$ cat config.mk
export PLATFORM = sky130hd
export DESIGN_NAME = instr_fetch_queue
export DESIGN_NICKNAME = d
export VERILOG_FILES = /design/src/rtl/instr_fetch_queue.sv
export SDC_FILE = /design/constraint.sdc
export NUM_CORES = 1
export LEC_CHECK = 0
export BUFFER_PORTS_ARGS = -buffer_cell sky130_fd_sc_hd__clkbuf_2
export CORE_MARGIN = 2
export CORE_UTILIZATION = 45
export DETAILED_ROUTE_END_ITERATION = 8
export GPL_TIMING_DRIVEN = 0
export PLACE_DENSITY = 0.76
export SYNTH_ARGS = -nofsm -noshare
export SYNTH_HDL_FRONTEND = slang
export SYNTH_SLANG_ARGS = --single-unit
$ cat constraint.sdc
create_clock -name clk -period 3.85 [get_ports clk]
set_clock_uncertainty 0.15 [all_clocks]
set_input_delay 0.5775 -clock clk [delete_from_list [all_inputs] [get_ports clk]]
set_output_delay 0.5775 -clock clk [all_outputs]
set_load 0.01 [all_outputs]
$ cat src/rtl/instr_fetch_queue.sv
// ---------------------------------------------------------------------------
// instr_fetch_queue
//
// Selects one of NSRC instruction sources and buffers the chosen words in a
// DEPTH-entry FIFO between the fetch sources and the decode stage. An
// exception word injects at top priority: it flushes the queue and becomes
// the sole entry, tagged so decode can tell it apart from fetched words.
//
// Ports:
//   clk         rising-edge clock
//   rst         asynchronous, active-high reset
//   src_data    packed source words, source i at [i*WIDTH +: WIDTH]
//   src_sel     source index for the current push
//   src_valid   push request
//   src_ready   queue can accept a push this cycle (combinational)
//   excp_req    inject excp_data and flush the queue
//   excp_data   exception word to inject
//   flush       discard all queued words
//   out_data    head-of-queue word
//   out_excp    head word came from excp_data
//   out_valid   head word valid
//   out_ready   decode accepts the head word
//   count       current occupancy, 0..DEPTH
//   sel_err     sticky: a push used src_sel >= NSRC
// ---------------------------------------------------------------------------
module instr_fetch_queue #(
  parameter int WIDTH = 16,
  parameter int NSRC  = 2,
  parameter int DEPTH = 4,
  parameter int SELW  = (NSRC > 1) ? $clog2(NSRC) : 1,
  parameter int CNTW  = $clog2(DEPTH + 1)
) (
  input  logic                    clk,
  input  logic                    rst,
  input  logic [NSRC*WIDTH-1:0]   src_data,
  input  logic [SELW-1:0]         src_sel,
  input  logic                    src_valid,
  output logic                    src_ready,
  input  logic                    excp_req,
  input  logic [WIDTH-1:0]        excp_data,
  input  logic                    flush,
  output logic [WIDTH-1:0]        out_data,
  output logic                    out_excp,
  output logic                    out_valid,
  input  logic                    out_ready,
  output logic [CNTW-1:0]         count,
  output logic                    sel_err
);

  localparam int PTRW = $clog2(DEPTH);
  localparam logic [CNTW-1:0] FULL_CNT = CNTW'(DEPTH);
  // One extra bit so NSRC itself is representable when NSRC == 2**SELW.
  localparam logic [SELW:0]   NSRC_EXT = (SELW + 1)'(NSRC);

  logic [WIDTH-1:0] mem_data [DEPTH];
  logic             mem_excp [DEPTH];
  logic [PTRW-1:0]  wr_ptr;
  logic [PTRW-1:0]  rd_ptr;

  logic [WIDTH-1:0] sel_word;
  logic             sel_bad;
  logic             push;
  logic             pop;

  assign sel_bad = ({1'b0, src_sel} >= NSRC_EXT);

  // Out-of-range selects fall through to an all-zero word.
  always_comb begin
    // NOTE: default first so every path assigns sel_word and no latch forms.
    sel_word = '0;
    for (int i = 0; i < NSRC; i++) begin
      if (src_sel == SELW'(i)) sel_word = src_data[i*WIDTH +: WIDTH];
    end
  end

  // No bypass: a full queue refuses a push even when a pop happens this cycle.
  assign src_ready = (count < FULL_CNT) && !excp_req && !flush && !rst;
  assign push      = src_valid && src_ready;
  assign out_valid = (count != '0);
  assign pop       = out_valid && out_ready;

  assign out_data  = mem_data[rd_ptr];
  assign out_excp  = mem_excp[rd_ptr];

  always_ff @(posedge clk or posedge rst) begin
    if (rst) begin
      // NOTE: storage is cleared too, so out_data reads 0 the moment rst rises.
      for (int i = 0; i < DEPTH; i++) begin
        mem_data[i] <= '0;
        mem_excp[i] <= 1'b0;
      end
      wr_ptr  <= '0;
      rd_ptr  <= '0;
      count   <= '0;
      sel_err <= 1'b0;
    end else if (excp_req) begin
      // Exception word becomes the sole entry; same-cycle push/pop are dropped.
      mem_data[0] <= excp_data;
      mem_excp[0] <= 1'b1;
      wr_ptr      <= PTRW'(1);
      rd_ptr      <= '0;
      count       <= CNTW'(1);
    end else if (flush) begin
      wr_ptr <= '0;
      rd_ptr <= '0;
      count  <= '0;
    end else begin
      // NOTE: non-blocking throughout so every register sees pre-edge values.
      if (push) begin
        mem_data[wr_ptr] <= sel_word;
        mem_excp[wr_ptr] <= 1'b0;
        wr_ptr           <= wr_ptr + 1'b1;
        if (sel_bad) sel_err <= 1'b1;
      end
      if (pop) rd_ptr <= rd_ptr + 1'b1;
      unique case ({push, pop})
        2'b10:   count <= count + 1'b1;
        2'b01:   count <= count - 1'b1;
        default: count <= count;
      endcase
    end
  end

  // Occupancy must stay within 0..DEPTH; an underflow would wrap above DEPTH.
  always_ff @(posedge clk) begin
    if (!rst) begin
      assert (count <= FULL_CNT);
      assert (!(push && count == FULL_CNT));
    end
  end

endmodule
; Yosys cells after proc, flatten, opt, wreduce, memory -nomap -nowiden
; Cells that the tools add are included.
[word_totals]
regBits = 75
output_inout_bits = 23
elab_cells = 71
inputBits = 55
[classes]
bitwise_logic = 6
muxes = 27
addsub = 4
reduce_logical = 16
magnitude_cmp = 4
n_eq_ne = 3
[ops]
columns = cell, n
row1 = 64-bit two-way mux, 2
row2 = 16-bit two-way mux, 5
row3 = 64-bit bitwise mux, 1
row4 = 16-bit binary-select mux with 2-bit select, 1
row5 = 16-bit demux with 2-bit select, 1
row6 = 2-bit two-way mux, 6
row7 = 3-bit nonzero test, 3
row8 = 4-bit two-way mux, 2
row9 = "3-bit greater-or-equal comparator, second input constant", 2
row10 = 1-bit logical AND, 6
row11 = 3-bit two-way mux, 2
row12 = 2-bit inverter with 3-bit output, 2
row13 = 3-bit one-hot mux with 2 select lines, 1
row14 = "2-bit by 1-bit adder with 2-bit output, second input constant", 2
row15 = 4-bit AND, 1
row16 = 1-bit two-way mux, 4
row17 = 4-bit inverter, 1
row18 = 4-bit nonzero test, 1
row19 = "3-bit by 1-bit adder with 3-bit output, second input constant", 1
row20 = 1-bit zero test, 3
row21 = "3-bit by 1-bit < comparator with 1-bit output, second input constant", 1
row22 = "3-bit < comparator, second input constant", 1
row23 = 3-bit AND reduction, 1
row24 = "3-bit by 1-bit subtractor with 3-bit output, second input constant", 1
row25 = other kinds (8), 9

; Logic depth before layout (Yosys ltp)
; Gate-level depths: netlist of run 1.
[logic_depth]
depth_word = 10
mapped_depth = 8
depth_no_buf = 7

; Worst setup path before layout of run 1
; Ideal clock, no wire load.
[synth_timing]
kind = input port to flip-flop
startpoint = input port excp_req
endpoint = register count[2]
setup_time_ns = 0.078
t_required_ns = 3.622
t_arrival_ns = 2.657
stages = 8
n_path_buf = 1
path_slack_ns = 0.965
cell_sequence = buf_6 nor4b_4 nand2_1 ha_1 fa_1 xnor2_1 or3_1 a21oi_1
[synth_via]
elab_chain_len = 9
elab_cells_between_ends = 11
classes_between = eq/ne (2) / mux (3) / reduce/logical (6)
[synth_lines]
columns = element, line
row1 = "start, declared", 39  ; input logic excp_req,
row2 = 1-bit zero test, 77  ; assign src_ready = (count < FULL_CNT) && !excp_req && !flush && !rst;
row3 = 1-bit logical AND (3 in series), 77
row4 = 1-bit logical AND, 78  ; assign push = src_valid && src_ready;
row5 = 2-bit by 1-bit equality test with 1-bit output / 2-bit equality test (equally long branches), 116  ; unique case ({push, pop})
row6 = 3-bit one-hot mux with 2 select lines, 116
row7 = 3-bit two-way mux, 103  ; end else if (flush) begin
row8 = 3-bit two-way mux, 96  ; end else if (excp_req) begin
row9 = "end signal, assigned", 117  ; 2'b10: count <= count + 1'b1;
row10 = "end signal, assigned", 118  ; 2'b01: count <= count - 1'b1;
row11 = "end signal, assigned", 119  ; default: count <= count;
row12 = "end, declared", 46  ; output logic [CNTW-1:0] count,
; Several ways; a longest one is shown, not always the timed one.
; A chain may end at the register's enable or synchronous reset.

; Worst setup path after layout of run 1
[layout_timing]
startpoint = register rd_ptr[1]
endpoint = output port out_data[13]
[layout_via]
elab_chain_len = 4
[layout_lines]
columns = element, line
row1 = "start, declared", 58  ; logic [PTRW-1:0] rd_ptr;
row2 = "start signal, assigned", 115  ; if (pop) rd_ptr <= rd_ptr + 1'b1;
row3 = 2-bit inverter with 3-bit output (not written as such), 82  ; assign out_data = mem_data[rd_ptr];
row4 = 16-bit binary-select mux with 2-bit select, 82
row5 = 16-bit two-way mux (not written as such) (2 in series), 82
row6 = "end, declared", 42  ; output logic [WIDTH-1:0] out_data,
; No other way between the ends. The select of a mux whose other input is x is not followed.

==> impl_metrics.xml, run 1 <==
<?xml version="1.0" encoding="UTF-8"?>
<metrics>
  <group name="status">
    <metric name="run_status" unit="">complete, no violations</metric>
  </group>
  <group name="global_route">
    <metric name="largest_net_degree_at_the_start_of_global_routing" unit="">76</metric>
    <metric name="grt_pass1_wl" unit="microns">14700</metric>
    <metric name="antenna_found_initial" unit="">0</metric>
    <metric name="first_global_vias" unit="">2797</metric>
    <metric name="grtUsageTotal" unit="%">19.7</metric>
    <metric name="grt_remaining_overflow" unit="">0</metric>
  </group>
  <group name="clocking">
    <metric name="cts_hold_buffers" unit="">0</metric>
    <metric name="clk_pin_slew" unit="ns">0.07</metric>
    <metric name="cts.repair.resized" unit="">0</metric>
    <metric name="ctsRootBufferMaster" unit="">clkbuf_8</metric>
    <metric name="insertion_delay" unit="ns">0.34</metric>
    <metric name="htree_num_levels" unit="">3</metric>
    <metric name="cts.path.max_buffers" unit="">2</metric>
    <metric name="post_cts_buffers" unit="">0</metric>
    <metric name="cts.sink_count" unit="">75</metric>
    <metric name="cts_buffers" unit="">9</metric>
    <metric name="cts_tree" unit="">built</metric>
  </group>
  <group name="placement">
    <metric name="dp_hpwl" unit="microns">6250</metric>
    <metric name="dp_worst_setup_slack" unit="ns">0.720</metric>
    <metric name="gpl.final_weighted_congestion" unit="">0.733</metric>
    <metric name="numPortBuffers" unit="">74</metric>
  </group>
  <group name="pwr">
    <metric name="power.switching" unit="uW">471</metric>
    <metric name="leakage" unit="nW">2.18</metric>
    <metric name="pwr-share-seq" unit="%">52.3</metric>
    <metric name="total_power" unit="mW">1.77</metric>
    <metric name="switching_portion_of_total_power" unit="%">26.6</metric>
    <metric name="p_per_area" unit="nW/um^2">382</metric>
    <metric name="combinational_power_share" unit="%">19.3</metric>
    <metric name="internal-power" unit="mW">1.30</metric>
    <metric name="max-vdd-ir-drop" unit="uV">206</metric>
    <metric name="clkPwrFrac" unit="%">28.4</metric>
  </group>
  <group name="floorplan">
    <metric name="die_area" unit="sq um">9620</metric>
    <metric name="io-pin-count" unit="">78</metric>
    <metric name="core_region_area" unit="sq um">8640</metric>
    <metric name="die_width" unit="microns">98.1</metric>
    <metric name="dieHeight" unit="microns">98.1</metric>
    <metric name="start_util" unit="%">46.1</metric>
    <metric name="rows" unit="">34</metric>
  </group>
  <group name="route">
    <metric name="drt_iter0_markers" unit="">92</metric>
    <metric name="vias" unit="">2664</metric>
    <metric name="drt_pass1_iterations" unit="">4</metric>
    <metric name="routed_wire_length_per_instance" unit="microns">19.3</metric>
    <metric name="vias_per_cell" unit="">5.69</metric>
    <metric name="totalWireLength" unit="microns">9030</metric>
    <metric name="ant_nets" unit="">0</metric>
    <metric name="drc" unit="">0</metric>
  </group>
  <group name="synthesis">
    <metric name="synth_edf_count" unit="">0</metric>
    <metric name="postSynthNetCount" unit="">331</metric>
    <metric name="netlist_area" unit="sq um">3980</metric>
    <metric name="synth_common_cells" unit="">75 x dfrtp_1, 37 x mux2_2, 27 x mux2_4, 18 x and2_1, 17 x mux4_2</metric>
    <metric name="postSynthRegisterBits" unit="">75</metric>
    <metric name="synth.top_cells.by_area" unit="">dfrtp_1 47%, mux2_2 10%, mux2_4 10%, mux4_2 9.6%, a311o_1 3.8%</metric>
    <metric name="post-synth-top-area-fraction" unit="%">47.1</metric>
    <metric name="synth_largest_area_cell" unit="">dfrtp_1</metric>
    <metric name="synth_top_flop_cell" unit="">dfrtp_1</metric>
    <metric name="yosys.cell_count.top_type" unit="">dfrtp_1</metric>
    <metric name="synth.avg_cell_area" unit="sq um">14.8</metric>
    <metric name="syn_inst" unit="">270</metric>
    <metric name="seq_area_frac_synth" unit="%">47.1</metric>
    <metric name="post_synth_num_cell_types" unit="">38</metric>
    <metric name="synthesis.yosys.warnings" unit="">0</metric>
    <metric name="synthArstFlopShare" unit="%">100</metric>
  </group>
  <group name="sta">
    <metric name="clock.fmax" unit="GHz">0.325</metric>
    <metric name="hold_viol" unit="">0</metric>
    <metric name="fin_setup_tns" unit="ns">0</metric>
    <metric name="worst_pin_slew" unit="ns">0.917</metric>
    <metric name="final_period_util" unit="%">79.8</metric>
    <metric name="finalWorstPathRequiredPeriod" unit="ns">3.07</metric>
    <metric name="finalSetupViolCount" unit="">0</metric>
    <metric name="rsz0062_at_grt" unit="">false</metric>
    <metric name="relSlewSlack" unit="%">38.9</metric>
    <metric name="finalHoldWorstSlack" unit="ns">0.315</metric>
    <metric name="setup_slack" unit="ns">0.777</metric>
    <metric name="slew_viol_final" unit="">0</metric>
  </group>
  <group name="worst_setup_path">
    <metric name="critical_path.max_stage_delay" unit="ns">0.60</metric>
    <metric name="cpMaxStageDelayCell" unit="">buf_1</metric>
    <metric name="crit_fanout" unit="">10</metric>
    <metric name="worst-setup-path-type" unit="">flop to primary output</metric>
    <metric name="startpoint_type" unit="">flop</metric>
    <metric name="cp.arrival" unit="ns">2.35</metric>
    <metric name="critical_path_required" unit="ns">3.12</metric>
    <metric name="path_cells" unit="">clkbuf_1 -&gt; buf_1 -&gt; mux4_2 -&gt; clkbuf_2</metric>
    <metric name="ff2ff_setup_slack" unit="ns">0.88</metric>
    <metric name="cp-end-kind" unit="">primary output</metric>
  </group>
  <group name="run">
    <metric name="drv_cap" unit="">0</metric>
  </group>
  <group name="min_path">
    <metric name="timing.hold.worst.class" unit="">input port to async pin</metric>
  </group>
  <group name="final_layout">
    <metric name="drive_above_1_share" unit="%">51.1</metric>
    <metric name="layout-area-overhead-vs-synth" unit="%">16.6</metric>
    <metric name="final_net_count" unit="">416</metric>
    <metric name="antenna-diode-count" unit="">0</metric>
    <metric name="layout.filler_cells" unit="">740</metric>
  </group>
</metrics>
-- worst paths after layout --
path | from | endpoint | cells after the start
max in group asynchronous | rst | mem_data[10] | 2
hold / removal | rst | mem_data[46] | 2
min in group clk | excp_data[15] | mem_data[63] | 3
setup / recovery | rd_ptr[1] | out_data[13] | 4
hold reg to reg | mem_excp[2] | mem_excp[2] | 1
setup reg to reg | count[2] | count[2] | 7
-- stage by stage --
| step | util [%] | instance area, sq um | std cells |
|---|---|---|---|
| 2_1_floorplan | - | 3980 | 270 |
| 3_3_place_gp | 52.0 | 4490 | 452 |
| 3_5_place_dp | 52.0 | 4490 | 452 |
| 4_1_cts | 53.8 | 4640 | 468 |
| 5_1_grt | 53.8 | 4640 | 468 |
| 6_report | 53.8 | 4640 | 468 |
-- state kept, by name (all words and copies together), names as in the netlist --
register	flops
wr_ptr	2
mem_excp	4
count	3
rd_ptr	2
mem_data	64
-- area by class of cell --
class | instances | area (sq um) | share of cell area (%)
multi-input cells | 170 | 1970 | 42.3
flip-flops and latches | 75 | 1880 | 40.4
repair buffers | 74 | 370 | 7.97
clock buffers | 13 | 139 | 2.99
well taps | 108 | 135 | 2.91
plain buffers | 20 | 121 | 2.61
inverters | 5 | 21.3 | 0.458
clock inverters | 3 | 15.0 | 0.323
-- cell families after synthesis --
family | after synthesis | share of synthesized area, %
mux | 82 | 30.5
flops | 75 | 47.1
simple gates | 53 | 10.4
buf+inv | 25 | 3.52
compound gates | 24 | 5.37
fa+ha+maj | 6 | 2.07
xor+xnor | 4 | 0.880
other cells | 1 | 0.0942
-- worst max-delay path, delay by kind of cell, from the launching register on --
family | cells | cell delay, ns
buffers and inverters | 3 | 1.24
muxes | 1 | 0.42
DFF | 1 | 0.33
-- per-layer routing --
layer	GRT usage (%)	wire length, microns
met4	5.34	55
met1	27.0	4080
met3	4.94	571
met5	0	0
met2	31.4	4330
-- power groups by stage --
stage / Sequential (mW) / Clock, mW / Combinational (mW)
floorplan: 0.925 / 0 / 0.251
global placement: 0.936 / 0 / 0.337
detailed placement: 0.942 / 0 / 0.347
CTS: 0.927 / 0.515 / 0.348
global route: 0.938 / 0.555 / 0.374
finish: 0.928 / 0.503 / 0.343
-- layout by cell type (no fill, tap or decap), types with 2 or more instances in the layout --
| master | n |
|---|---|
| mux4_2 | 17 |
| buf_6 | 5 |
| dfrtp_1 | 75 |
| xor2_1 | 2 |
| clkbuf_1 | 13 |
| and2_1 | 18 |
| xnor2_1 | 2 |
| inv_1 | 2 |
| a311o_1 | 15 |
| ha_1 | 5 |
| o21ai_0 | 2 |
| buf_2 | 4 |
| mux2_4 | 27 |
| clkinv_2 | 3 |
| mux2_2 | 37 |
| nand3_1 | 3 |
| clkbuf_8 | 9 |
| or3_1 | 2 |
| nand2_1 | 3 |
| o211ai_1 | 2 |
| nand3_4 | 4 |
| nor2_1 | 3 |
| nor4b_1 | 15 |
| clkbuf_2 | 74 |
No activity file was read; power rests on OpenSTA's default activity.
==> inputs of run 2 (changes only) <==
--- a/config.mk
+++ b/config.mk
@@ -10,7 +10,7 @@
 export CORE_UTILIZATION = 45
 export DETAILED_ROUTE_END_ITERATION = 8
 export GPL_TIMING_DRIVEN = 0
-export PLACE_DENSITY = 0.76
+export PLACE_DENSITY = 0.79
 export SYNTH_ARGS = -nofsm -noshare
 export SYNTH_HDL_FRONTEND = slang
 export SYNTH_SLANG_ARGS = --single-unit
==> constraint.sdc (replaced) <==
create_clock -name clk -period 2.5 [get_ports clk]
set_clock_uncertainty 0.15 [all_clocks]
set_input_delay 0.375 -clock clk [delete_from_list [all_inputs] [get_ports clk]]
set_output_delay 0.375 -clock clk [all_outputs]
set_load 0.01 [all_outputs]
==> impl_metrics.xml, run 2 (same netlist as run 1, synthesis figures left out) <==
<?xml version="1.0" encoding="UTF-8"?>
<metrics>
  <group name="status">
    <metric name="run_status" unit="">complete, no violations</metric>
  </group>
  <group name="pwr">
    <metric name="combinational_power_share" unit="%">17.3</metric>
    <metric name="power.switching" unit="uW">767</metric>
    <metric name="switching_portion_of_total_power" unit="%">24.7</metric>
    <metric name="internal-power" unit="mW">2.34</metric>
    <metric name="clkPwrFrac" unit="%">36.8</metric>
    <metric name="total_power" unit="mW">3.11</metric>
    <metric name="leakage" unit="nW">2.22</metric>
    <metric name="pwr-share-seq" unit="%">46.0</metric>
    <metric name="p_per_area" unit="nW/um^2">653</metric>
    <metric name="max-vdd-ir-drop" unit="uV">502</metric>
  </group>
  <group name="sta">
    <metric name="relSlewSlack" unit="%">40.1</metric>
    <metric name="slew_viol_final" unit="">0</metric>
    <metric name="hold_viol" unit="">0</metric>
    <metric name="clock.fmax" unit="GHz">0.412</metric>
    <metric name="worst_pin_slew" unit="ns">0.898</metric>
    <metric name="finalSetupViolCount" unit="">0</metric>
    <metric name="fin_setup_tns" unit="ns">0</metric>
    <metric name="final_period_util" unit="%">97.0</metric>
    <metric name="finalWorstPathRequiredPeriod" unit="ns">2.42</metric>
    <metric name="rsz0062_at_grt" unit="">false</metric>
  </group>
  <group name="clocking">
    <metric name="cts_hold_buffers" unit="">0</metric>
    <metric name="cts.sink_count" unit="">75</metric>
    <metric name="cts_buffers" unit="">9</metric>
    <metric name="ctsRootBufferMaster" unit="">clkbuf_8</metric>
    <metric name="insertion_delay" unit="ns">0.35</metric>
    <metric name="cts.path.max_buffers" unit="">2</metric>
    <metric name="htree_num_levels" unit="">3</metric>
    <metric name="cts_tree" unit="">built</metric>
    <metric name="clk_pin_slew" unit="ns">0.08</metric>
  </group>
  <group name="final_layout">
    <metric name="layout.filler_cells" unit="">741</metric>
    <metric name="max_flop_register" unit="">mem_data</metric>
    <metric name="post_layout_nonfiller_instances" unit="">468</metric>
    <metric name="largest_register_ffs" unit="">64</metric>
    <metric name="final_cell_mix" unit="">75 x clkbuf_2, 75 x dfrtp_1, 37 x mux2_2, 27 x mux2_4, 18 x and2_1</metric>
    <metric name="multi_input_area" unit="sq um">1970</metric>
    <metric name="post-route-util" unit="%">55.1</metric>
    <metric name="layout_top_registers" unit="">mem_data: 64 flops, mem_excp: 4 flops, count: 3 flops</metric>
    <metric name="drive_above_1_share" unit="%">53.6</metric>
    <metric name="ff_latch_area" unit="sq um">1880</metric>
    <metric name="layout-area-overhead-vs-synth" unit="%">19.5</metric>
    <metric name="antenna-diode-count" unit="">0</metric>
    <metric name="final_net_count" unit="">416</metric>
  </group>
  <group name="floorplan">
    <metric name="rows" unit="">34</metric>
    <metric name="core_region_area" unit="sq um">8640</metric>
    <metric name="dieHeight" unit="microns">98.1</metric>
    <metric name="die_width" unit="microns">98.1</metric>
    <metric name="die_area" unit="sq um">9620</metric>
    <metric name="io-pin-count" unit="">78</metric>
    <metric name="start_util" unit="%">46.1</metric>
  </group>
  <group name="worst_setup_path">
    <metric name="critical_path.max_stage_delay" unit="ns">0.63</metric>
    <metric name="crit_fanout" unit="">10</metric>
    <metric name="critical_path_required" unit="ns">1.98</metric>
    <metric name="cp-end-kind" unit="">primary output</metric>
    <metric name="cpMaxStageDelayCell" unit="">dfrtp_1</metric>
    <metric name="path_cells" unit="">buf_2 -&gt; mux4_2 -&gt; clkbuf_2</metric>
    <metric name="rr_worst_depth" unit="">5</metric>
    <metric name="cp.arrival" unit="ns">1.90</metric>
    <metric name="startpoint_type" unit="">flop</metric>
    <metric name="worst-setup-path-type" unit="">flop to primary output</metric>
  </group>
  <group name="route">
    <metric name="vias_per_cell" unit="">5.73</metric>
    <metric name="drc" unit="">0</metric>
    <metric name="ant_nets" unit="">0</metric>
    <metric name="routed_wire_length_per_instance" unit="microns">19.5</metric>
    <metric name="totalWireLength" unit="microns">9130</metric>
    <metric name="drt_pass1_iterations" unit="">4</metric>
    <metric name="vias" unit="">2683</metric>
    <metric name="drt_iter0_markers" unit="">129</metric>
  </group>
  <group name="min_path">
    <metric name="timing.hold.worst.class" unit="">input port to async pin</metric>
  </group>
  <group name="placement">
    <metric name="gpl.final_weighted_congestion" unit="">0.761</metric>
    <metric name="numPortBuffers" unit="">74</metric>
    <metric name="dpl.cell_count" unit="">452</metric>
    <metric name="dp_hpwl" unit="microns">6340</metric>
  </group>
  <group name="global_route">
    <metric name="grt.met1_usage" unit="%">27.3</metric>
    <metric name="first_global_vias" unit="">2799</metric>
    <metric name="grt_use_met2" unit="%">31.4</metric>
    <metric name="grt_busiest_layer" unit="">met2</metric>
    <metric name="largest_net_degree_at_the_start_of_global_routing" unit="">76</metric>
    <metric name="grt_remaining_overflow" unit="">0</metric>
    <metric name="grt_use_met3" unit="%">5.15</metric>
    <metric name="grt_pass1_wl" unit="microns">14900</metric>
    <metric name="antenna_found_initial" unit="">0</metric>
    <metric name="grtUsageTotal" unit="%">19.9</metric>
  </group>
  <group name="run">
    <metric name="drv_cap" unit="">0</metric>
  </group>
</metrics>
-- run 2: path summary, 6_finish.rpt --
check                      slack (ns)           from           end
setup / recovery                 0.08      rd_ptr[1]   out_data[7]
max in group asynchronous        1.49            rst  mem_data[63]
hold reg to reg                  0.34    mem_excp[1]   mem_excp[1]
min in group clk                 0.11  excp_data[15]  mem_data[63]
hold / removal                   0.11            rst  mem_data[28]
setup reg to reg                 0.19       count[2]  mem_data[51]
-- run 2: worst max-delay path: cells and delay by family (launching register included) --
family                 cells  cell delay (ns)
DFF                        1             0.63
buffers and inverters      2             0.55
muxes                      1             0.37
-- run 2: cell type report --
type | count | share of cell area [%]
tap | 108 | 2.84
buffer | 19 | 2.71
inverter | 5 | 0.447
clock buffer | 10 | 2.89
clock inverter | 6 | 2.37
sequential | 75 | 39.4
timing repair buffer | 75 | 7.94
multi-input combinational | 170 | 41.4
-- run 2: power by group through the flow --
stage | logic, mW | clock network (mW) | registers (mW)
4_1_cts | 0.541 | 1.16 | 1.43
2_1_floorplan | 0.388 | 0 | 1.42
5_1_grt | 0.586 | 1.21 | 1.45
3_3_place_gp | 0.521 | 0 | 1.44
3_5_place_dp | 0.534 | 0 | 1.45
6_report | 0.537 | 1.14 | 1.43
-- run 2: repair_timing --
| action | 4_1_cts | 5_1_grt |
|---|---|---|
| setup endpoints to repair | 12 | 6 |
| pin swaps | 1 | 0 |
| resized for setup | 3 | 3 |
| buffers inserted | 1 | 0 |
| cloned | 0 | 0 |
-- run 2: per-layer routing --
metal | routed length [microns] | share of wire, %
met3 | 685 | 7.5
met2 | 4420 | 48
met4 | 116 | 1.3
met5 | 0 | 0
met1 | 3910 | 43
-- run 2: per-stage QoR --
stage                     area [sq um]  hold slack [ns]  worst slack, ns
after CTS                         4760            0.102           0.0379
final                             4760            0.111           0.0755
after detailed placement          4500            0.323           -0.345
after floorplan                   3990            0.295          -0.0826
after global placement            4490            0.313           -0.792
after global routing              4760            0.108          0.00395
